$ cat config.mk
export PLATFORM = sky130hd
export DESIGN_NAME = mult_div_unit
export DESIGN_NICKNAME = d
export VERILOG_FILES = /design/src/rtl/mult_div_pkg.sv /design/src/rtl/mult_div_sign_fix.sv /design/src/rtl/mult_div_unit.sv
export SDC_FILE = /design/constraint.sdc
export NUM_CORES = 1
export LEC_CHECK = 0
export BUFFER_PORTS_ARGS = -buffer_cell sky130_fd_sc_hd__buf_2
export CORE_UTILIZATION = 55
export CTS_CLUSTER_SIZE = 12
export DETAILED_ROUTE_END_ITERATION = 6
export GPL_ROUTABILITY_DRIVEN = 1
export PLACE_DENSITY = 0.82
export SETUP_SLACK_MARGIN = 0.2
export SLEW_MARGIN = 20
export SYNTH_ARGS = -nofsm -noshare
export SYNTH_HDL_FRONTEND = slang
export SYNTH_SLANG_ARGS = --single-unit
export TNS_END_PERCENT = 50
$ cat constraint.sdc
create_clock -name clk -period 4.03 [get_ports clk]
set_input_delay 0.2015 -clock clk [delete_from_list [all_inputs] [get_ports clk]]
set_output_delay 0.2015 -clock clk [all_outputs]
set_load 0.005 [all_outputs]
$ cat src/rtl/mult_div_pkg.sv
// Shared encodings for the multi-cycle multiply/divide unit: op codes, FSM states, counter sizing.
// Latency: n/a (declarations only).
// Backpressure: n/a.
package mult_div_pkg;

    localparam logic [1:0] OP_MULTU = 2'b00;
    localparam logic [1:0] OP_MULT  = 2'b01;
    localparam logic [1:0] OP_DIVU  = 2'b10;
    localparam logic [1:0] OP_DIV   = 2'b11;

    typedef enum logic [1:0] {
        IDLE = 2'd0,
        RUN  = 2'd1,
        DONE = 2'd2
    } state_t;

    function automatic int cnt_width(input int w);
        return (w > 1) ? $clog2(w) : 1;
    endfunction

    localparam int MD_WIDTH = 32;
    localparam int CNT_W    = cnt_width(MD_WIDTH);

endpackage

$ cat src/rtl/mult_div_sign_fix.sv
// Signed operand/result conditioning for mult_div_unit; compiled only with MULT_DIV_SIGNED_EN.
// Latency: combinational, zero cycles.
// Backpressure: none; pure function of its inputs.
`ifdef MULT_DIV_SIGNED_EN
module mult_div_sign_fix
    import mult_div_pkg::*;
#(
    parameter int WIDTH = 32
) (
    input  logic                 signed_op,
    input  logic [WIDTH-1:0]     a,
    input  logic [WIDTH-1:0]     b,
    output logic [WIDTH-1:0]     a_mag,
    output logic [WIDTH-1:0]     b_mag,
    output logic                 a_neg,
    output logic                 b_neg,
    input  logic                 sign_a,
    input  logic                 sign_b,
    input  logic [2*WIDTH-1:0]   prod_raw,
    input  logic [WIDTH-1:0]     quot_raw,
    input  logic [WIDTH-1:0]     rem_raw,
    output logic [2*WIDTH-1:0]   prod_fix,
    output logic [WIDTH-1:0]     quot_fix,
    output logic [WIDTH-1:0]     rem_fix
);

    logic res_neg;

    assign a_neg = signed_op & a[WIDTH-1];
    assign b_neg = signed_op & b[WIDTH-1];
    // The most negative value maps onto itself, which is the correct unsigned magnitude.
    assign a_mag = a_neg ? ('0 - a) : a;
    assign b_mag = b_neg ? ('0 - b) : b;

    assign res_neg  = sign_a ^ sign_b;
    assign prod_fix = res_neg ? ('0 - prod_raw) : prod_raw;
    assign quot_fix = res_neg ? ('0 - quot_raw) : quot_raw;
    // Remainder follows the dividend's sign.
    assign rem_fix  = sign_a  ? ('0 - rem_raw)  : rem_raw;

endmodule
`endif

$ cat src/rtl/mult_div_unit.sv
// MIPS mult/multu/div/divu: shift-add multiply, restoring divide, results in HI/LO; MULT_DIV_SIGNED_EN enables signed ops.
// Latency: done in cycle WIDTH+1 after start is accepted; divide by zero completes in cycle 1.
// Backpressure: busy high from accept through done; start outside IDLE is dropped, not queued.
module mult_div_unit
    import mult_div_pkg::*;
#(
    parameter int WIDTH = 32
) (
    input  logic             clk,
    input  logic             rst_n,
    input  logic             start,
    input  logic [1:0]       op,
    input  logic [WIDTH-1:0] a,
    input  logic [WIDTH-1:0] b,
    output logic             busy,
    output logic             done,
    output logic             div_by_zero,
    output logic [WIDTH-1:0] hi,
    output logic [WIDTH-1:0] lo
);

    localparam int CW = cnt_width(WIDTH);

    state_t               state;
    logic [CW-1:0]        cnt;
    logic                 is_div_q;
    logic                 sign_a_q;
    logic                 sign_b_q;
    logic [WIDTH-1:0]     mag_a_q;
    logic [WIDTH-1:0]     mag_b_q;
    logic [2*WIDTH-1:0]   prod_q;
    logic [WIDTH:0]       rem_q;
    logic [WIDTH-1:0]     quot_q;

    logic [WIDTH-1:0]     a_mag;
    logic [WIDTH-1:0]     b_mag;
    logic                 a_neg;
    logic                 b_neg;
    logic [WIDTH:0]       add_sum;
    logic [2*WIDTH-1:0]   prod_nxt;
    logic [WIDTH:0]       shifted;
    logic [WIDTH:0]       rem_nxt;
    logic [WIDTH-1:0]     quot_nxt;
    logic [2*WIDTH-1:0]   prod_fix;
    logic [WIDTH-1:0]     quot_fix;
    logic [WIDTH-1:0]     rem_fix;
    logic                 unused_ok;

`ifdef MULT_DIV_SIGNED_EN
    mult_div_sign_fix #(.WIDTH(WIDTH)) u_sign_fix (
        .signed_op (op[0]),
        .a         (a),
        .b         (b),
        .a_mag     (a_mag),
        .b_mag     (b_mag),
        .a_neg     (a_neg),
        .b_neg     (b_neg),
        .sign_a    (sign_a_q),
        .sign_b    (sign_b_q),
        .prod_raw  (prod_nxt),
        .quot_raw  (quot_nxt),
        .rem_raw   (rem_nxt[WIDTH-1:0]),
        .prod_fix  (prod_fix),
        .quot_fix  (quot_fix),
        .rem_fix   (rem_fix)
    );
    assign unused_ok = ^{rem_q[WIDTH], rem_nxt[WIDTH]};
`else
    assign a_mag    = a;
    assign b_mag    = b;
    assign a_neg    = 1'b0;
    assign b_neg    = 1'b0;
    assign prod_fix = prod_nxt;
    assign quot_fix = quot_nxt;
    assign rem_fix  = rem_nxt[WIDTH-1:0];
    assign unused_ok = ^{op[0], sign_a_q, sign_b_q, rem_q[WIDTH], rem_nxt[WIDTH]};
`endif

    // One iteration of each algorithm; only the one matching is_div_q is committed.
    always_comb begin
        add_sum  = {1'b0, prod_q[2*WIDTH-1:WIDTH]} + (prod_q[0] ? {1'b0, mag_a_q} : '0);
        prod_nxt = {add_sum, prod_q[WIDTH-1:1]};
        shifted  = {rem_q[WIDTH-1:0], quot_q[WIDTH-1]};
        rem_nxt  = shifted;
        quot_nxt = {quot_q[WIDTH-2:0], 1'b0};
        if (shifted >= {1'b0, mag_b_q}) begin
            rem_nxt  = shifted - {1'b0, mag_b_q};
            quot_nxt = {quot_q[WIDTH-2:0], 1'b1};
        end
    end

    always_ff @(posedge clk) begin
        if (!rst_n) begin
            state       <= IDLE;
            cnt         <= '0;
            is_div_q    <= 1'b0;
            sign_a_q    <= 1'b0;
            sign_b_q    <= 1'b0;
            mag_a_q     <= '0;
            mag_b_q     <= '0;
            prod_q      <= '0;
            rem_q       <= '0;
            quot_q      <= '0;
            div_by_zero <= 1'b0;
            hi          <= '0;
            lo          <= '0;
        end else begin
            case (state)
                IDLE: begin
                    if (start) begin
                        is_div_q <= op[1];
                        sign_a_q <= a_neg;
                        sign_b_q <= b_neg;
                        mag_a_q  <= a_mag;
                        mag_b_q  <= b_mag;
                        cnt      <= '0;
                        prod_q   <= {{WIDTH{1'b0}}, b_mag};
                        rem_q    <= '0;
                        quot_q   <= a_mag;
                        if (op[1] && (b == '0)) begin
                            state       <= DONE;
                            hi          <= a;
                            lo          <= '1;
                            div_by_zero <= 1'b1;
                        end else begin
                            state <= RUN;
                        end
                    end
                end
                RUN: begin
                    cnt <= cnt + 1'b1;
                    if (is_div_q) begin
                        rem_q  <= rem_nxt;
                        quot_q <= quot_nxt;
                    end else begin
                        prod_q <= prod_nxt;
                    end
                    if (cnt == CW'(WIDTH-1)) begin
                        state <= DONE;
                        if (is_div_q) begin
                            hi <= rem_fix;
                            lo <= quot_fix;
                        end else begin
                            hi <= prod_fix[2*WIDTH-1:WIDTH];
                            lo <= prod_fix[WIDTH-1:0];
                        end
                    end
                end
                DONE: begin
                    state       <= IDLE;
                    div_by_zero <= 1'b0;
                end
                default: state <= IDLE;
            endcase
        end
    end

    assign busy = (state != IDLE);
    assign done = (state == DONE);

endmodule

; ---- Word-level counts from Yosys, hierarchy flattened
; Cells that the tools add are included.
[word_totals]
regBits = 265
latchBits = 0
mem_bits_rw = 0
rom_bits = 0
in_bits = 69
output_inout_bits = 67
word_cells = 67
memories = 0
[op_classes]
addsub = 3
mul = 0
div = 0
magnitude_cmp = 1
eq_ne = 8
n_shift = 0
muxes = 31
bitwise_logic = 0
reduce_logical = 13
[ops]
columns = op, count
row1 = $mux W32, 14
row2 = $pmux W32 S2, 4
row3 = $mux W64, 2
row4 = $pmux W64 S2, 1
row5 = $add A32 B32 Y33, 1
row6 = $ge A33 B32 Y1, 1
row7 = $logic_not A32 Y1, 1
row8 = $sub A32 B32 Y32, 1
row9 = $ne A2 B2 Y1 const B, 5
row10 = $pmux W5 S2, 1
row11 = $reduce_and A3 Y1, 3
row12 = $mux W2, 3
row13 = $reduce_and A2 Y1, 3
row14 = $reduce_bool A2 Y1, 3
row15 = $add A5 B1 Y5 const B, 1
row16 = $eq A5 B5 Y1 const B, 1
row17 = $mux W5, 1
row18 = $pmux W2 S2, 1
row19 = $reduce_and A4 Y1, 1
row20 = $mux W1, 3
row21 = $eq A2 B1 Y1 const B, 1
row22 = $eq A2 B2 Y1 const B, 1
row23 = $logic_not A2 Y1, 1
row24 = $pmux W1 S2, 1
row25 = $logic_and A1 B1 Y1, 1

; ---- Longest topological paths before layout
; Gate-level depths: netlist of the first run.
[logic_depth]
word_depth = 5
depth_mapped = 14
ltp_nobuf = 13

; ---- Worst setup path before layout of the first run
; No wires, ideal clock.
[synth_path]
kind = flip-flop to flip-flop
from = register prod_q[0]
to = register hi[29]
setup_ps = 74
t_arrival_ps = 2717
t_required_ps = 3956
setup_slack_ps = 1238
path_stages_with_launch = 13
path_cell_list = dfxtp_1 clkbuf_1 nand2_1 fa_1 nand2b_1 a21oi_1 o22ai_1 o21ai_2 a21oi_2 a2111oi_0 nor3_1 nand3b_1 a31oi_1
[synth_via]
elab_chain_cells = 5
[synth_lines]
columns = item, line_no
row1 = "start, declared", mult_div_unit.sv:31  ; logic [2*WIDTH-1:0] prod_q;
row2 = "start signal, assigned", mult_div_unit.sv:117  ; prod_q <= {{WIDTH{1'b0}}, b_mag};
row3 = "start signal, assigned", mult_div_unit.sv:136  ; prod_q <= prod_nxt;
row4 = $mux W32, mult_div_unit.sv:81  ; add_sum = {1'b0, prod_q[2*WIDTH-1:WIDTH]} + (prod_q[0] ? {1'b0, mag_a_q} : '0);
row5 = $add A32 B32 Y33, mult_div_unit.sv:81
row6 = $mux W32, mult_div_unit.sv:140  ; if (is_div_q) begin
row7 = $mux W32, mult_div_unit.sv:138  ; if (cnt == CW'(WIDTH-1)) begin
row8 = $pmux W32 S2, mult_div_unit.sv:108  ; case (state)
row9 = "end signal, assigned", mult_div_unit.sv:141  ; hi <= rem_fix;
row10 = "end signal, assigned", mult_div_unit.sv:144  ; hi <= prod_fix[2*WIDTH-1:WIDTH];
row11 = "end, declared", mult_div_unit.sv:18  ; output logic [WIDTH-1:0] hi,
; Every way passes these cells. The select of a mux whose other input is x is not followed.
; A chain may end at the register's enable or synchronous reset.

; ---- Final worst setup path of the first run
[layout_path]
from = register prod_q[0]
to = register hi[31]
; The elaborated chain is that of the path after synthesis.

==> results of run 1 <==
## registers in the layout (all words and copies together), names as in the netlist, 2 cells and up
name,count
state,2
hi,32
quot_q,32
mag_b_q,32
lo,32
prod_q,64
mag_a_q,32
rem_q,32
cnt,5
## per-stage QoR
step	cell area, um2	utilization	std cells
3_3_place_gp	15400	0.591	2241
2_1_floorplan	14600	-	1882
6_report	16900	0.650	2353
4_1_cts	16900	0.650	2352
5_1_grt	16900	0.650	2353
3_5_place_dp	15400	0.591	2241
## metal layers
layer | GRT usage | up-vias | wire (um)
li1 | - | 6932 | -
met1 | 0.467 | 7033 | 20400
met2 | 0.538 | 704 | 21400
met3 | 0.0437 | 158 | 4000
met4 | 0.163 | 0 | 2470
met5 | 0 | - | 0
## kinds of logic after synthesis
kind of cell    Yosys count
flops                   265
xor+xnor                 48
simple gates            721
mux                      55
buf+inv                 189
fa+ha+maj                68
compound gates          536
## power by group through the flow
stage | logic (mW) | registers (mW) | clock network (mW)
global placement | 0.928 | 2.90 | 0
floorplan | 0.681 | 2.84 | 0
global route | 1.10 | 2.86 | 2.65
finish | 1.02 | 2.85 | 2.53
CTS | 1.00 | 2.84 | 2.53
detailed placement | 0.946 | 2.90 | 0
## cells in the final DEF, fill, tap and decap left out, drive strengths merged, types with 21 or more instances in the layout
cell type	Yosys	layout
o21ai	84	84
a21oi	183	183
a31oi	25	25
a21o	24	24
nand3	25	25
and2	41	41
dfxtp	265	265
ha	66	66
nand2	384	384
clkbuf	102	42
xnor2	30	30
nand4	21	21
mux2i	49	49
nor2	166	166
buf	32	158
inv	55	56
dlygate4sd3	0	65
a311oi	97	97
## cell type report
class | count | area share
Multi-Input combinational cell | 1428 | 0.508
Clock inverter | 4 | 0.00288
Tap cell | 335 | 0.0247
Sequential cell | 265 | 0.313
Timing Repair Buffer | 223 | 0.0901
Antenna cell | 1 | 0.000148
Inverter | 55 | 0.0125
Clock buffer | 42 | 0.0487
## cells in the mapped netlist (all sizes together) (25+ instances only)
cell	count
xnor2	30
and2	41
nand3	25
inv	55
nand2	384
clkbuf	102
a311oi	97
a21oi	183
mux2i	49
dfxtp	265
a31oi	25
buf	32
nor2	166
ha	66
o21ai	84
## path summary, 6_finish.rpt
| check | startpoint | endpoint | slack, ns | depth (start not counted) |
|---|---|---|---|---|
| worst max register to register | prod_q[0] | hi[31] | 0.49 | 13 |
| worst max-delay path | prod_q[0] | hi[31] | 0.49 | 13 |
| worst min-delay path | start | div_by_zero | 0.003 | 3 |
| worst min register to register | mag_a_q[21] | mag_a_q[21] | 0.45 | 2 |
## worst max-delay path: cells and delay by family (launching register included)
kind,cells,cell delay [ns]
AOI/OAI and AO/OA,7,1.69
buffers and inverters,1,0.07
adders and majority gates,2,0.57
DFF,1,0.54
and+or+nand+nor,3,0.61
## what timing repair did
item / CTS / global route
hold buffers: 65 / 0
endpoints found under the hold margin: 104 / 0
setup endpoints to repair: 0 / 2
gates resized for setup: 0 / 1
==> flow_summary.html, run 1 <==
<table>
<tr><th>Metric</th><th>Value</th></tr>
<tr><th colspan="2">Run status</th></tr>
<tr><td>Outcome</td><td>finished, final reports clean</td></tr>
<tr><th colspan="2">Synth</th></tr>
<tr><td>Net count after synthesis</td><td>2,019</td></tr>
<tr><td>Post-synth EDFFs</td><td>0</td></tr>
<tr><td>Share of the synthesized area in the top cell type</td><td>0.362</td></tr>
<tr><td>Simple-gate portion of the synthesized area</td><td>0.213</td></tr>
<tr><td>Synth area leader</td><td>sky130_fd_sc_hd__dfxtp_1</td></tr>
<tr><td>Biggest area contributors in the synthesized netlist</td><td>sky130_fd_sc_hd__dfxtp_1, sky130_fd_sc_hd__nand2_1, sky130_fd_sc_hd__a21oi_1</td></tr>
<tr><td>Async S/R FF share, synth</td><td>0</td></tr>
<tr><td>Number of register bits inferred by synthesis</td><td>265</td></tr>
<tr><td>Synthesized-area fraction occupied by xor and xnor cells</td><td>0.0287</td></tr>
<tr><td>Yosys warns</td><td>0</td></tr>
<tr><td>Total standard cell area after synthesis</td><td>14,600 um2</td></tr>
<tr><td>Main combinational cell family by area after synthesis</td><td>compound AO/OA/AOI/OAI gates</td></tr>
<tr><td>Share of synthesized area spent on multiplexers</td><td>0.0386</td></tr>
<tr><td>Per-instance average area after synthesis</td><td>7.78 um2</td></tr>
<tr><td>Share of the synthesized area in compound gates (AO/OA/AOI/OAI)</td><td>0.245</td></tr>
<tr><td>Adder and majority gate portion of the synthesized area</td><td>0.0591</td></tr>
<tr><td>Ys flop type</td><td>sky130_fd_sc_hd__dfxtp_1</td></tr>
<tr><td>Post-synthesis instance total</td><td>1,882</td></tr>
<tr><td>Unique cell type count in the Yosys netlist</td><td>79</td></tr>
<tr><td>Sequential-to-total area share from yosys stat</td><td>0.362</td></tr>
<tr><th colspan="2">Clock network</th></tr>
<tr><td>TritonCTS Buffers</td><td>28</td></tr>
<tr><td>CTS Sinks</td><td>265</td></tr>
<tr><td>Post-CTS Setup Repair Bufs</td><td>0</td></tr>
<tr><td>Root Buffer</td><td>sky130_fd_sc_hd__clkbuf_16</td></tr>
<tr><td>H-tree lvl count</td><td>1</td></tr>
<tr><td>Number of buffers on the longest clock path</td><td>3</td></tr>
<tr><td>TritonCTS clock tree</td><td>built</td></tr>
<tr><td>Clock slew seen by the registers of the worst setup and hold paths</td><td>0.06 ns</td></tr>
<tr><td>Clock latency of the later-clocked register in the worst-skew pair</td><td>0.55 ns</td></tr>
<tr><th colspan="2">Pwr</th></tr>
<tr><td>Power per unit of standard cell area</td><td>378 nW/um2</td></tr>
<tr><td>Switching power total</td><td>1.84 mW</td></tr>
<tr><td>Power Internal</td><td>4.56 mW</td></tr>
<tr><td>Overall Power</td><td>6.40 mW</td></tr>
<tr><td>Leakage power summed over all cells</td><td>6.88 nW</td></tr>
<tr><td>Peak supply drop</td><td>0.000358 V</td></tr>
<tr><td>Clock power frac</td><td>0.395</td></tr>
<tr><td>Comb pwr share</td><td>0.159</td></tr>
<tr><td>Switching part of the total</td><td>0.287</td></tr>
<tr><td>Fraction of power consumed by sequential logic</td><td>0.446</td></tr>
<tr><th colspan="2">Critical path</th></tr>
<tr><td>Critical path type</td><td>reg2reg</td></tr>
<tr><td>Maximum fanout encountered on the critical timing path</td><td>10</td></tr>
<tr><td>Max stage delay on crit path</td><td>0.54 ns</td></tr>
<tr><td>Required time at the worst-slack endpoint</td><td>4.51 ns</td></tr>
<tr><td>Cell breakdown of the critical path</td><td>and2_1 -&gt; ha_1 -&gt; inv_1 -&gt; fa_1 -&gt; nand2b_1 -&gt; a21oi_1 -&gt; o22ai_1 -&gt; o21ai_2 -&gt; a21oi_2 -&gt; a211oi_1 -&gt; nor3b_1 -&gt; o41ai_1 -&gt; a31oi_1</td></tr>
<tr><td>Slowest CP cell</td><td>sky130_fd_sc_hd__dfxtp_1</td></tr>
<tr><td>Kind of end point of the critical path</td><td>flop</td></tr>
<tr><td>CP Launch Type</td><td>flop</td></tr>
<tr><td>Arrival time at the worst endpoint</td><td>4.02 ns</td></tr>
<tr><th colspan="2">Finish</th></tr>
<tr><td>Syn-to-layout area delta</td><td>15.7%</td></tr>
<tr><td>Share of layout cells above drive strength 1</td><td>0.114</td></tr>
<tr><td>Number of nets at the end of the flow</td><td>2,138</td></tr>
<tr><td>Layout fillers</td><td>2,222</td></tr>
<tr><td>Area taken by multi-input logic gates</td><td>8600 um2</td></tr>
<tr><td>Sequential cell area in the final layout</td><td>5310 um2</td></tr>
<tr><th colspan="2">Timing</th></tr>
<tr><td>Time the final worst path needs with I/O delays and setup</td><td>3.54 ns</td></tr>
<tr><td>Unrepaired setup endpoints after global routing</td><td>no</td></tr>
<tr><td>Tcrit/Tclk final</td><td>0.878</td></tr>
<tr><td>Relative max-transition margin</td><td>0.278</td></tr>
<tr><td>Final Slew Violations</td><td>0</td></tr>
<tr><td>Min setup slack post-route</td><td>0.492 ns</td></tr>
<tr><td>Hold slack</td><td>0.00303 ns</td></tr>
<tr><td>Clock skew after layout</td><td>0.0123 ns</td></tr>
<tr><td>Endpoints failing setup</td><td>0</td></tr>
<tr><td>Final hold viol count</td><td>0</td></tr>
<tr><td>F_max</td><td>0.283 GHz</td></tr>
<tr><td>Worst-Margin Slew</td><td>1.08 ns</td></tr>
<tr><td>Accumulated negative setup slack</td><td>0 ns</td></tr>
<tr><th colspan="2">Routing</th></tr>
<tr><td>Remaining number of nets flagged by the antenna check after routing</td><td>0</td></tr>
<tr><td>Number of iterations in the first detailed-routing pass</td><td>5</td></tr>
<tr><td>Drt first-iter violations</td><td>1,710</td></tr>
<tr><td>Wirelength per Cell</td><td>20.5 um</td></tr>
<tr><td>Total vias in the final route</td><td>14,827</td></tr>
<tr><td>Via density per instance</td><td>6.30</td></tr>
<tr><td>Detailed-route wire length</td><td>48.3 mm</td></tr>
<tr><td>Post-route DRC</td><td>0</td></tr>
<tr><th colspan="2">Floorplan</th></tr>
<tr><td>Vertical die dimension</td><td>165 um</td></tr>
<tr><td>Num ports</td><td>136</td></tr>
<tr><td>Standard cell core area</td><td>26,100 um2</td></tr>
<tr><td>Full die area</td><td>27,300 um2</td></tr>
<tr><td>Width of the die</td><td>165 um</td></tr>
<tr><td>Initial core utilization</td><td>0.562</td></tr>
<tr><td>Std cell rows</td><td>59</td></tr>
<tr><th colspan="2">Min path</th></tr>
<tr><td>Worst hold-check path type</td><td>in2reg</td></tr>
<tr><th colspan="2">GRT</th></tr>
<tr><td>Global Route Usage Sum</td><td>0.344</td></tr>
<tr><td>Antenna violations before repair</td><td>1</td></tr>
<tr><td>Remaining global-route overflow</td><td>0</td></tr>
<tr><td>Largest net degree at the start of global routing</td><td>109</td></tr>
<tr><td>Number of global-route vias before repair</td><td>13,323</td></tr>
<tr><td>First-pass GRT wire length</td><td>72.4 mm</td></tr>
<tr><th colspan="2">Run</th></tr>
<tr><td>Maximum Capacitance Violations</td><td>0</td></tr>
<tr><th colspan="2">Placed design</th></tr>
<tr><td>Buffers added on ports</td><td>134</td></tr>
<tr><td>Pre-CTS WS</td><td>0.542 ns</td></tr>
<tr><td>Final estimated routing congestion in global placement</td><td>0.932</td></tr>
<tr><td>Final HPWL from detailed placement</td><td>34.4 mm</td></tr>
</table>
Note: power is estimated with default switching activity, not from simulation.
==> run 2: changes to the inputs <==
--- a/config.mk
+++ b/config.mk
@@ -10,7 +10,8 @@
 export CTS_CLUSTER_SIZE = 12
 export DETAILED_ROUTE_END_ITERATION = 6
 export GPL_ROUTABILITY_DRIVEN = 1
-export PLACE_DENSITY = 0.82
+export PLACE_DENSITY = 0.8
+export REMOVE_ABC_BUFFERS = 1
 export SETUP_SLACK_MARGIN = 0.2
 export SLEW_MARGIN = 20
 export SYNTH_ARGS = -nofsm -noshare
==> run 2 against run 1 <==
Net effect: via count decreased by 0.76%; non-clock buffer count increased by 3; first-iteration DRC count decreased by 6.7%; worst hold slack improved by 0.040 ns; sequential power about the same; combinational power about the same; global-route usage decreased by 0.58 points; final area increased by 0.36%; cell count increased by 0.21%; register-to-register slack improved by 0.02 ns; core utilization increased by 0.24 points; maximum frequency increased by 0.48%; critical path type unchanged.
==> flow_summary.html, run 2 (synthesis results as in run 1) <==
<table>
<tr><th>Metric</th><th>Value</th></tr>
<tr><th colspan="2">Placed design</th></tr>
<tr><td>Final HPWL from detailed placement</td><td>32.1 mm</td></tr>
<tr><td>Instance count after placement with tap cells included</td><td>2,244</td></tr>
<tr><td>Buffers added on ports</td><td>134</td></tr>
<tr><td>Final estimated routing congestion in global placement</td><td>0.952</td></tr>
<tr><th colspan="2">Critical path</th></tr>
<tr><td>Worst R2R Setup Slack</td><td>0.51 ns</td></tr>
<tr><td>Kind of end point of the critical path</td><td>flop</td></tr>
<tr><td>Beginning of the worst register-to-register path</td><td>prod_q[0]</td></tr>
<tr><td>Cell breakdown of the critical path</td><td>buf_4 -&gt; nand2_1 -&gt; fa_1 -&gt; nand2b_1 -&gt; a21oi_1 -&gt; o22ai_1 -&gt; o21ai_2 -&gt; a21oi_2 -&gt; a21oi_1 -&gt; a21boi_0 -&gt; mux2i_1 -&gt; a31oi_1</td></tr>
<tr><td>Maximum fanout encountered on the critical timing path</td><td>31</td></tr>
<tr><td>Arrival time at the worst endpoint</td><td>3.94 ns</td></tr>
<tr><td>Critical path type</td><td>reg2reg</td></tr>
<tr><td>Slowest CP cell</td><td>sky130_fd_sc_hd__fa_1</td></tr>
<tr><td>Required time at the worst-slack endpoint</td><td>4.44 ns</td></tr>
<tr><td>CP Launch Type</td><td>flop</td></tr>
<tr><td>Cell type with the highest occurrence count on the critical path</td><td>sky130_fd_sc_hd__a21oi_1</td></tr>
<tr><td>Max stage delay on crit path</td><td>0.43 ns</td></tr>
<tr><td>End of the worst register-to-register path</td><td>hi[27]</td></tr>
<tr><td>Worst reg2reg path depth</td><td>12</td></tr>
<tr><th colspan="2">Routing</th></tr>
<tr><td>Via density per instance</td><td>6.24</td></tr>
<tr><td>Number of iterations in the first detailed-routing pass</td><td>5</td></tr>
<tr><td>Drt first-iter violations</td><td>1,595</td></tr>
<tr><td>Detailed-route wire length</td><td>47.2 mm</td></tr>
<tr><td>Remaining number of nets flagged by the antenna check after routing</td><td>0</td></tr>
<tr><td>Wirelength per Cell</td><td>20.0 um</td></tr>
<tr><td>Post-route DRC</td><td>0</td></tr>
<tr><td>Total vias in the final route</td><td>14,714</td></tr>
<tr><th colspan="2">Finish</th></tr>
<tr><td>Post-route core utilization</td><td>0.652</td></tr>
<tr><td>Share of layout cells above drive strength 1</td><td>0.117</td></tr>
<tr><td>Most common cell after layout, fill and taps aside</td><td>sky130_fd_sc_hd__nand2_1</td></tr>
<tr><td>Syn-to-layout area delta</td><td>16.1%</td></tr>
<tr><td>Number of flip-flops in the largest register</td><td>64</td></tr>
<tr><td>Register ranked first by flip-flop count</td><td>prod_q</td></tr>
<tr><td>Antenna cell count</td><td>0</td></tr>
<tr><td>Non-filler instance count after layout</td><td>2,358</td></tr>
<tr><td>Most frequent cells in the layout</td><td>sky130_fd_sc_hd__nand2_1, sky130_fd_sc_hd__dfxtp_1, sky130_fd_sc_hd__a21oi_1, sky130_fd_sc_hd__nor2_1, sky130_fd_sc_hd__buf_2</td></tr>
<tr><td>Number of nets at the end of the flow</td><td>2,142</td></tr>
<tr><th colspan="2">Pwr</th></tr>
<tr><td>Peak supply drop</td><td>0.000364 V</td></tr>
<tr><td>Leakage power summed over all cells</td><td>6.91 nW</td></tr>
<tr><td>Power per unit of standard cell area</td><td>383 nW/um2</td></tr>
<tr><th colspan="2">GRT</th></tr>
<tr><td>Largest net degree at the start of global routing</td><td>144</td></tr>
<tr><td>First-pass GRT wire length</td><td>72.3 mm</td></tr>
<tr><td>Global Route Usage Sum</td><td>0.338</td></tr>
<tr><td>Number of global-route vias before repair</td><td>13,325</td></tr>
<tr><td>Antenna violations before repair</td><td>0</td></tr>
<tr><td>Remaining global-route overflow</td><td>0</td></tr>
<tr><th colspan="2">Floorplan</th></tr>
<tr><td>Std cell rows</td><td>59</td></tr>
<tr><td>Vertical die dimension</td><td>165 um</td></tr>
<tr><td>Width of the die</td><td>165 um</td></tr>
<tr><td>Full die area</td><td>27,300 um2</td></tr>
<tr><td>Standard cell core area</td><td>26,100 um2</td></tr>
<tr><td>Num ports</td><td>136</td></tr>
<tr><td>Initial core utilization</td><td>0.562</td></tr>
<tr><th colspan="2">Min path</th></tr>
<tr><td>Worst hold path endpoint</td><td>div_by_zero</td></tr>
<tr><td>Worst hold-check path type</td><td>in2reg</td></tr>
<tr><td>Hold path depth</td><td>3</td></tr>
<tr><td>Worst min-delay path startpoint</td><td>start</td></tr>
<tr><th colspan="2">Timing</th></tr>
<tr><td>Endpoints failing setup</td><td>0</td></tr>
<tr><td>Clock skew after layout</td><td>0.00901 ns</td></tr>
<tr><td>Time the final worst path needs with I/O delays and setup</td><td>3.52 ns</td></tr>
<tr><td>F_max</td><td>0.284 GHz</td></tr>
<tr><td>Unrepaired setup endpoints after global routing</td><td>no</td></tr>
<tr><td>Relative max-transition margin</td><td>0.249</td></tr>
<tr><td>Accumulated negative setup slack</td><td>0 ns</td></tr>
<tr><td>Tcrit/Tclk final</td><td>0.874</td></tr>
<tr><td>Worst-Margin Slew</td><td>1.13 ns</td></tr>
<tr><td>Final hold viol count</td><td>0</td></tr>
<tr><td>Final Slew Violations</td><td>0</td></tr>
<tr><td>Hold slack</td><td>0.0430 ns</td></tr>
<tr><th colspan="2">Clock network</th></tr>
<tr><td>Number of hold buffers added after CTS</td><td>65</td></tr>
<tr><td>Clock latency of the later-clocked register in the worst-skew pair</td><td>0.55 ns</td></tr>
<tr><td>Post-CTS Setup Repair Bufs</td><td>0</td></tr>
<tr><td>TritonCTS clock tree</td><td>built</td></tr>
<tr><td>H-tree lvl count</td><td>1</td></tr>
<tr><td>TritonCTS Buffers</td><td>29</td></tr>
<tr><td>Root Buffer</td><td>sky130_fd_sc_hd__clkbuf_16</td></tr>
<tr><td>Resized cells post-CTS</td><td>0</td></tr>
<tr><td>CTS Sinks</td><td>265</td></tr>
<tr><td>Clock slew seen by the registers of the worst setup and hold paths</td><td>0.06 ns</td></tr>
<tr><td>Number of buffers on the longest clock path</td><td>3</td></tr>
<tr><th colspan="2">Run</th></tr>
<tr><td>Maximum Capacitance Violations</td><td>0</td></tr>
<tr><th colspan="2">Run status</th></tr>
<tr><td>Outcome</td><td>finished, final reports clean</td></tr>
</table>
## run 2: critical path: cells and delay by family, from the launching register on
family | cells | cell delay, ns
compound gates | 7 | 1.45
fa+ha+maj | 1 | 0.43
mux | 1 | 0.43
flops | 1 | 0.38
buf+inv | 1 | 0.35
simple gates | 2 | 0.35
## run 2: cell type report
type | count | area (um2)
multi-input combinational | 1428 | 8600
clock buffer | 41 | 811
timing repair buffer | 226 | 1540
clock inverter | 8 | 120
tap | 335 | 419
inverter | 55 | 211
sequential | 265 | 5310
fill | 2199 | 9060
## run 2: where the power goes
part           switching [mW]  total [mW]  internal [mW]
clock network            1.09        2.67           1.58
registers              0.0983        2.83           2.73
logic                   0.647        1.01          0.367
total                    1.84        6.51           4.68
## run 2: metrics by stage
step                      area (um2)  setup WS [ns]  power (mW)
after floorplan                14100          -3.21        3.50
after global placement         15400          0.661        3.79
after detailed placement       15400          0.586        3.82
after CTS                      17000          0.545        6.49
after global routing           17000          0.225        6.72
final                          17000          0.509        6.51
## run 2: worst max path at each step
stage	cells past startpoint	slack (ns)	start	endpoint
floorplan	6	-3.21	state[0]	rem_q[18]
global placement	12	0.66	prod_q[0]	hi[31]
detailed placement	12	0.59	prod_q[0]	hi[31]
CTS	12	0.55	prod_q[0]	hi[31]
global route	12	0.22	prod_q[0]	hi[31]
finish	12	0.51	prod_q[0]	hi[27]
## run 2: layer usage
layer / global-route usage / vias to the layer above / wire length, um
li1: - / 6922 / -
met1: 0.469 / 6970 / 20100
met2: 0.522 / 702 / 21100
met3: 0.0577 / 120 / 4400
met4: 0.126 / 0 / 1630
met5: 0 / - / 0
==> run 3: changes to the inputs <==
--- a/config.mk
+++ b/config.mk
@@ -6,6 +6,7 @@
 export NUM_CORES = 1
 export LEC_CHECK = 0
 export BUFFER_PORTS_ARGS = -buffer_cell sky130_fd_sc_hd__buf_2
+export CORE_MARGIN = 5
 export CORE_UTILIZATION = 55
 export CTS_CLUSTER_SIZE = 12
 export DETAILED_ROUTE_END_ITERATION = 6
==> run 3 against run 2 <==
Net effect: maximum frequency decreased by 1.3%; highest routed layer unchanged; via count rose by 1.6%; final area stayed put; critical endpoint is now rem_q[16].
==> flow_summary.html, run 3 (synthesis results as in run 1) <==
<table>
<tr><th>Metric</th><th>Value</th></tr>
<tr><th colspan="2">Routing</th></tr>
<tr><td>Remaining number of nets flagged by the antenna check after routing</td><td>0</td></tr>
<tr><td>Wire length on met1</td><td>19.5 mm</td></tr>
<tr><td>Wire length on met2</td><td>21.8 mm</td></tr>
<tr><td>Total vias in the final route</td><td>14,946</td></tr>
<tr><td>Post-route DRC</td><td>0</td></tr>
<tr><td>Met3 Wirelength</td><td>4.84 mm</td></tr>
<tr><td>Drt first-iter violations</td><td>1,785</td></tr>
<tr><td>Highest routed metal layer</td><td>met4</td></tr>
<tr><td>Via density per instance</td><td>6.33</td></tr>
<tr><td>Detailed-route wire length</td><td>48.9 mm</td></tr>
<tr><td>Wirelength per Cell</td><td>20.7 um</td></tr>
<tr><td>Number of iterations in the first detailed-routing pass</td><td>6</td></tr>
<tr><th colspan="2">Floorplan</th></tr>
<tr><td>Initial core utilization</td><td>0.560</td></tr>
<tr><td>Vertical die dimension</td><td>173 um</td></tr>
<tr><td>Full die area</td><td>30,000 um2</td></tr>
<tr><td>Standard cell core area</td><td>26,100 um2</td></tr>
<tr><td>Num ports</td><td>136</td></tr>
<tr><td>Std cell rows</td><td>59</td></tr>
<tr><td>Width of the die</td><td>173 um</td></tr>
<tr><th colspan="2">Clock network</th></tr>
<tr><td>Root Buffer</td><td>sky130_fd_sc_hd__clkbuf_16</td></tr>
<tr><td>Clock latency of the later-clocked register in the worst-skew pair</td><td>0.55 ns</td></tr>
<tr><td>TritonCTS Buffers</td><td>29</td></tr>
<tr><td>H-tree lvl count</td><td>1</td></tr>
<tr><td>CTS Sinks</td><td>265</td></tr>
<tr><td>Clock slew seen by the registers of the worst setup and hold paths</td><td>0.06 ns</td></tr>
<tr><td>Number of buffers on the longest clock path</td><td>3</td></tr>
<tr><td>Post-CTS Setup Repair Bufs</td><td>0</td></tr>
<tr><td>TritonCTS clock tree</td><td>built</td></tr>
<tr><th colspan="2">Finish</th></tr>
<tr><td>Share of layout cells above drive strength 1</td><td>0.119</td></tr>
<tr><td>Number of flip-flops in the largest register</td><td>64</td></tr>
<tr><td>Most common cell after layout, fill and taps aside</td><td>sky130_fd_sc_hd__nand2_1</td></tr>
<tr><td>Number of nets at the end of the flow</td><td>2,148</td></tr>
<tr><td>Most frequent cells in the layout</td><td>sky130_fd_sc_hd__nand2_1, sky130_fd_sc_hd__dfxtp_1, sky130_fd_sc_hd__a21oi_1, sky130_fd_sc_hd__nor2_1, sky130_fd_sc_hd__buf_2</td></tr>
<tr><td>Syn-to-layout area delta</td><td>16.1%</td></tr>
<tr><td>Non-filler instance count after layout</td><td>2,363</td></tr>
<tr><td>Register ranked first by flip-flop count</td><td>prod_q</td></tr>
<tr><td>Layout fillers</td><td>2,196</td></tr>
<tr><th colspan="2">GRT</th></tr>
<tr><td>Remaining global-route overflow</td><td>0</td></tr>
<tr><td>Global Route Usage Sum</td><td>0.309</td></tr>
<tr><td>Number of global-route vias before repair</td><td>14,142</td></tr>
<tr><td>Antenna violations before repair</td><td>1</td></tr>
<tr><td>First-pass GRT wire length</td><td>76.5 mm</td></tr>
<tr><td>Largest net degree at the start of global routing</td><td>117</td></tr>
<tr><th colspan="2">Timing</th></tr>
<tr><td>Clock skew after layout</td><td>0.00969 ns</td></tr>
<tr><td>Final Slew Violations</td><td>0</td></tr>
<tr><td>Tcrit/Tclk final</td><td>0.885</td></tr>
<tr><td>Final hold viol count</td><td>0</td></tr>
<tr><td>F_max</td><td>0.280 GHz</td></tr>
<tr><td>Min setup slack post-route</td><td>0.461 ns</td></tr>
<tr><td>Accumulated negative setup slack</td><td>0 ns</td></tr>
<tr><td>Worst-Margin Slew</td><td>0.884 ns</td></tr>
<tr><td>Time the final worst path needs with I/O delays and setup</td><td>3.57 ns</td></tr>
<tr><td>Hold slack</td><td>0.0182 ns</td></tr>
<tr><td>Unrepaired setup endpoints after global routing</td><td>no</td></tr>
<tr><td>Relative max-transition margin</td><td>0.411</td></tr>
<tr><td>Endpoints failing setup</td><td>0</td></tr>
<tr><th colspan="2">Critical path</th></tr>
<tr><td>Critical path type</td><td>reg2reg</td></tr>
<tr><td>Kind of end point of the critical path</td><td>flop</td></tr>
<tr><td>Arrival time at the worst endpoint</td><td>3.96 ns</td></tr>
<tr><td>Worst setup path start</td><td>mag_b_q[12]</td></tr>
<tr><td>Beginning of the worst register-to-register path</td><td>mag_b_q[12]</td></tr>
<tr><td>Worst setup path endpoint</td><td>rem_q[16]</td></tr>
<tr><td>Maximum fanout encountered on the critical timing path</td><td>9</td></tr>
<tr><td>Worst R2R Setup Slack</td><td>0.46 ns</td></tr>
<tr><td>End of the worst register-to-register path</td><td>rem_q[16]</td></tr>
<tr><td>Required time at the worst-slack endpoint</td><td>4.42 ns</td></tr>
<tr><td>Worst reg2reg path depth</td><td>12</td></tr>
<tr><td>CP Launch Type</td><td>flop</td></tr>
<tr><th colspan="2">Placed design</th></tr>
<tr><td>Instance count after placement with tap cells included</td><td>2,250</td></tr>
<tr><td>Buffers added on ports</td><td>134</td></tr>
<tr><td>Final estimated routing congestion in global placement</td><td>0.963</td></tr>
<tr><td>Final HPWL from detailed placement</td><td>33.4 mm</td></tr>
<tr><td>Pre-CTS WS</td><td>0.537 ns</td></tr>
<tr><th colspan="2">Pwr</th></tr>
<tr><td>Clock power frac</td><td>0.392</td></tr>
<tr><td>Overall Power</td><td>6.36 mW</td></tr>
<tr><td>Switching part of the total</td><td>0.286</td></tr>
<tr><td>Power per unit of standard cell area</td><td>374 nW/um2</td></tr>
<tr><td>Fraction of power consumed by sequential logic</td><td>0.445</td></tr>
<tr><td>Comb pwr share</td><td>0.163</td></tr>
<tr><td>Peak supply drop</td><td>0.000301 V</td></tr>
<tr><td>Power Internal</td><td>4.54 mW</td></tr>
<tr><td>Leakage power summed over all cells</td><td>6.92 nW</td></tr>
<tr><td>Switching power total</td><td>1.82 mW</td></tr>
<tr><th colspan="2">Min path</th></tr>
<tr><td>Worst hold-check path type</td><td>in2reg</td></tr>
<tr><th colspan="2">Run</th></tr>
<tr><td>Maximum Capacitance Violations</td><td>0</td></tr>
<tr><th colspan="2">Run status</th></tr>
<tr><td>Outcome</td><td>finished, final reports clean</td></tr>
</table>
==> run 3: worst min path at each step <==
stage | startpoint | end | depth (start not counted)
2_1_floorplan | rst_n | hi[19] | 2
3_3_place_gp | cnt[3] | cnt[3] | 1
3_5_place_dp | cnt[3] | cnt[3] | 1
4_1_cts | start | div_by_zero | 3
5_1_grt | start | div_by_zero | 3
6_report | start | div_by_zero | 3
==> run 3: power groups by stage <==
stage / clock network (mW) / registers (mW) / logic (mW)
2_1_floorplan: 0 / 2.86 / 0.639
3_3_place_gp: 0 / 2.87 / 0.930
3_5_place_dp: 0 / 2.88 / 0.947
4_1_cts: 2.51 / 2.82 / 1.00
5_1_grt: 2.64 / 2.84 / 1.12
6_report: 2.49 / 2.83 / 1.03
==> run 3: cell type report <==
| cell class | instances | area [um2] | share of cell area |
|---|---|---|---|
| clock inverter | 8 | 75.1 | 0.00442 |
| clock buffer | 39 | 793 | 0.0467 |
| tap | 335 | 419 | 0.0247 |
| multi-input combinational | 1428 | 8600 | 0.506 |
| sequential | 265 | 5310 | 0.312 |
| inverter | 55 | 211 | 0.0124 |
| timing repair buffer | 232 | 1590 | 0.0938 |
| antenna | 1 | 2.50 | 0.000147 |
==> run 3: routing by layer <==
metal,global-route usage,vias up
li1,-,6954
met1,0.408,6955
met2,0.485,836
met3,0.0618,201
met4,0.150,0
met5,0,-
==> run 3: repair_timing <==
item                       CTS  global route
hold buffers                65             0
setup endpoints to repair    0             1
gates resized for setup      0             1
hold endpoints to repair   123             0
==> run 3: worst max-delay path: stages, from the launching register on <==
cell and delay (ns):
sky130_fd_sc_hd__dfxtp_1 0.34, sky130_fd_sc_hd__inv_1 0.05, sky130_fd_sc_hd__ha_1 0.41, sky130_fd_sc_hd__a21oi_1 0.25, sky130_fd_sc_hd__o21ai_1 0.11, sky130_fd_sc_hd__a31oi_1 0.32, sky130_fd_sc_hd__nand2b_1 0.19, sky130_fd_sc_hd__nand3_2 0.15
sky130_fd_sc_hd__a21boi_0 0.65, sky130_fd_sc_hd__buf_4 0.30, sky130_fd_sc_hd__nor3_1 0.07, sky130_fd_sc_hd__a31oi_1 0.44, sky130_fd_sc_hd__a21oi_1 0.13
==> run 3: metrics by stage <==
stage	area, um2	util
after global routing	17000	0.651
final	17000	0.651
after floorplan	14100	-
after global placement	15500	0.592
after detailed placement	15500	0.592
after CTS	17000	0.650
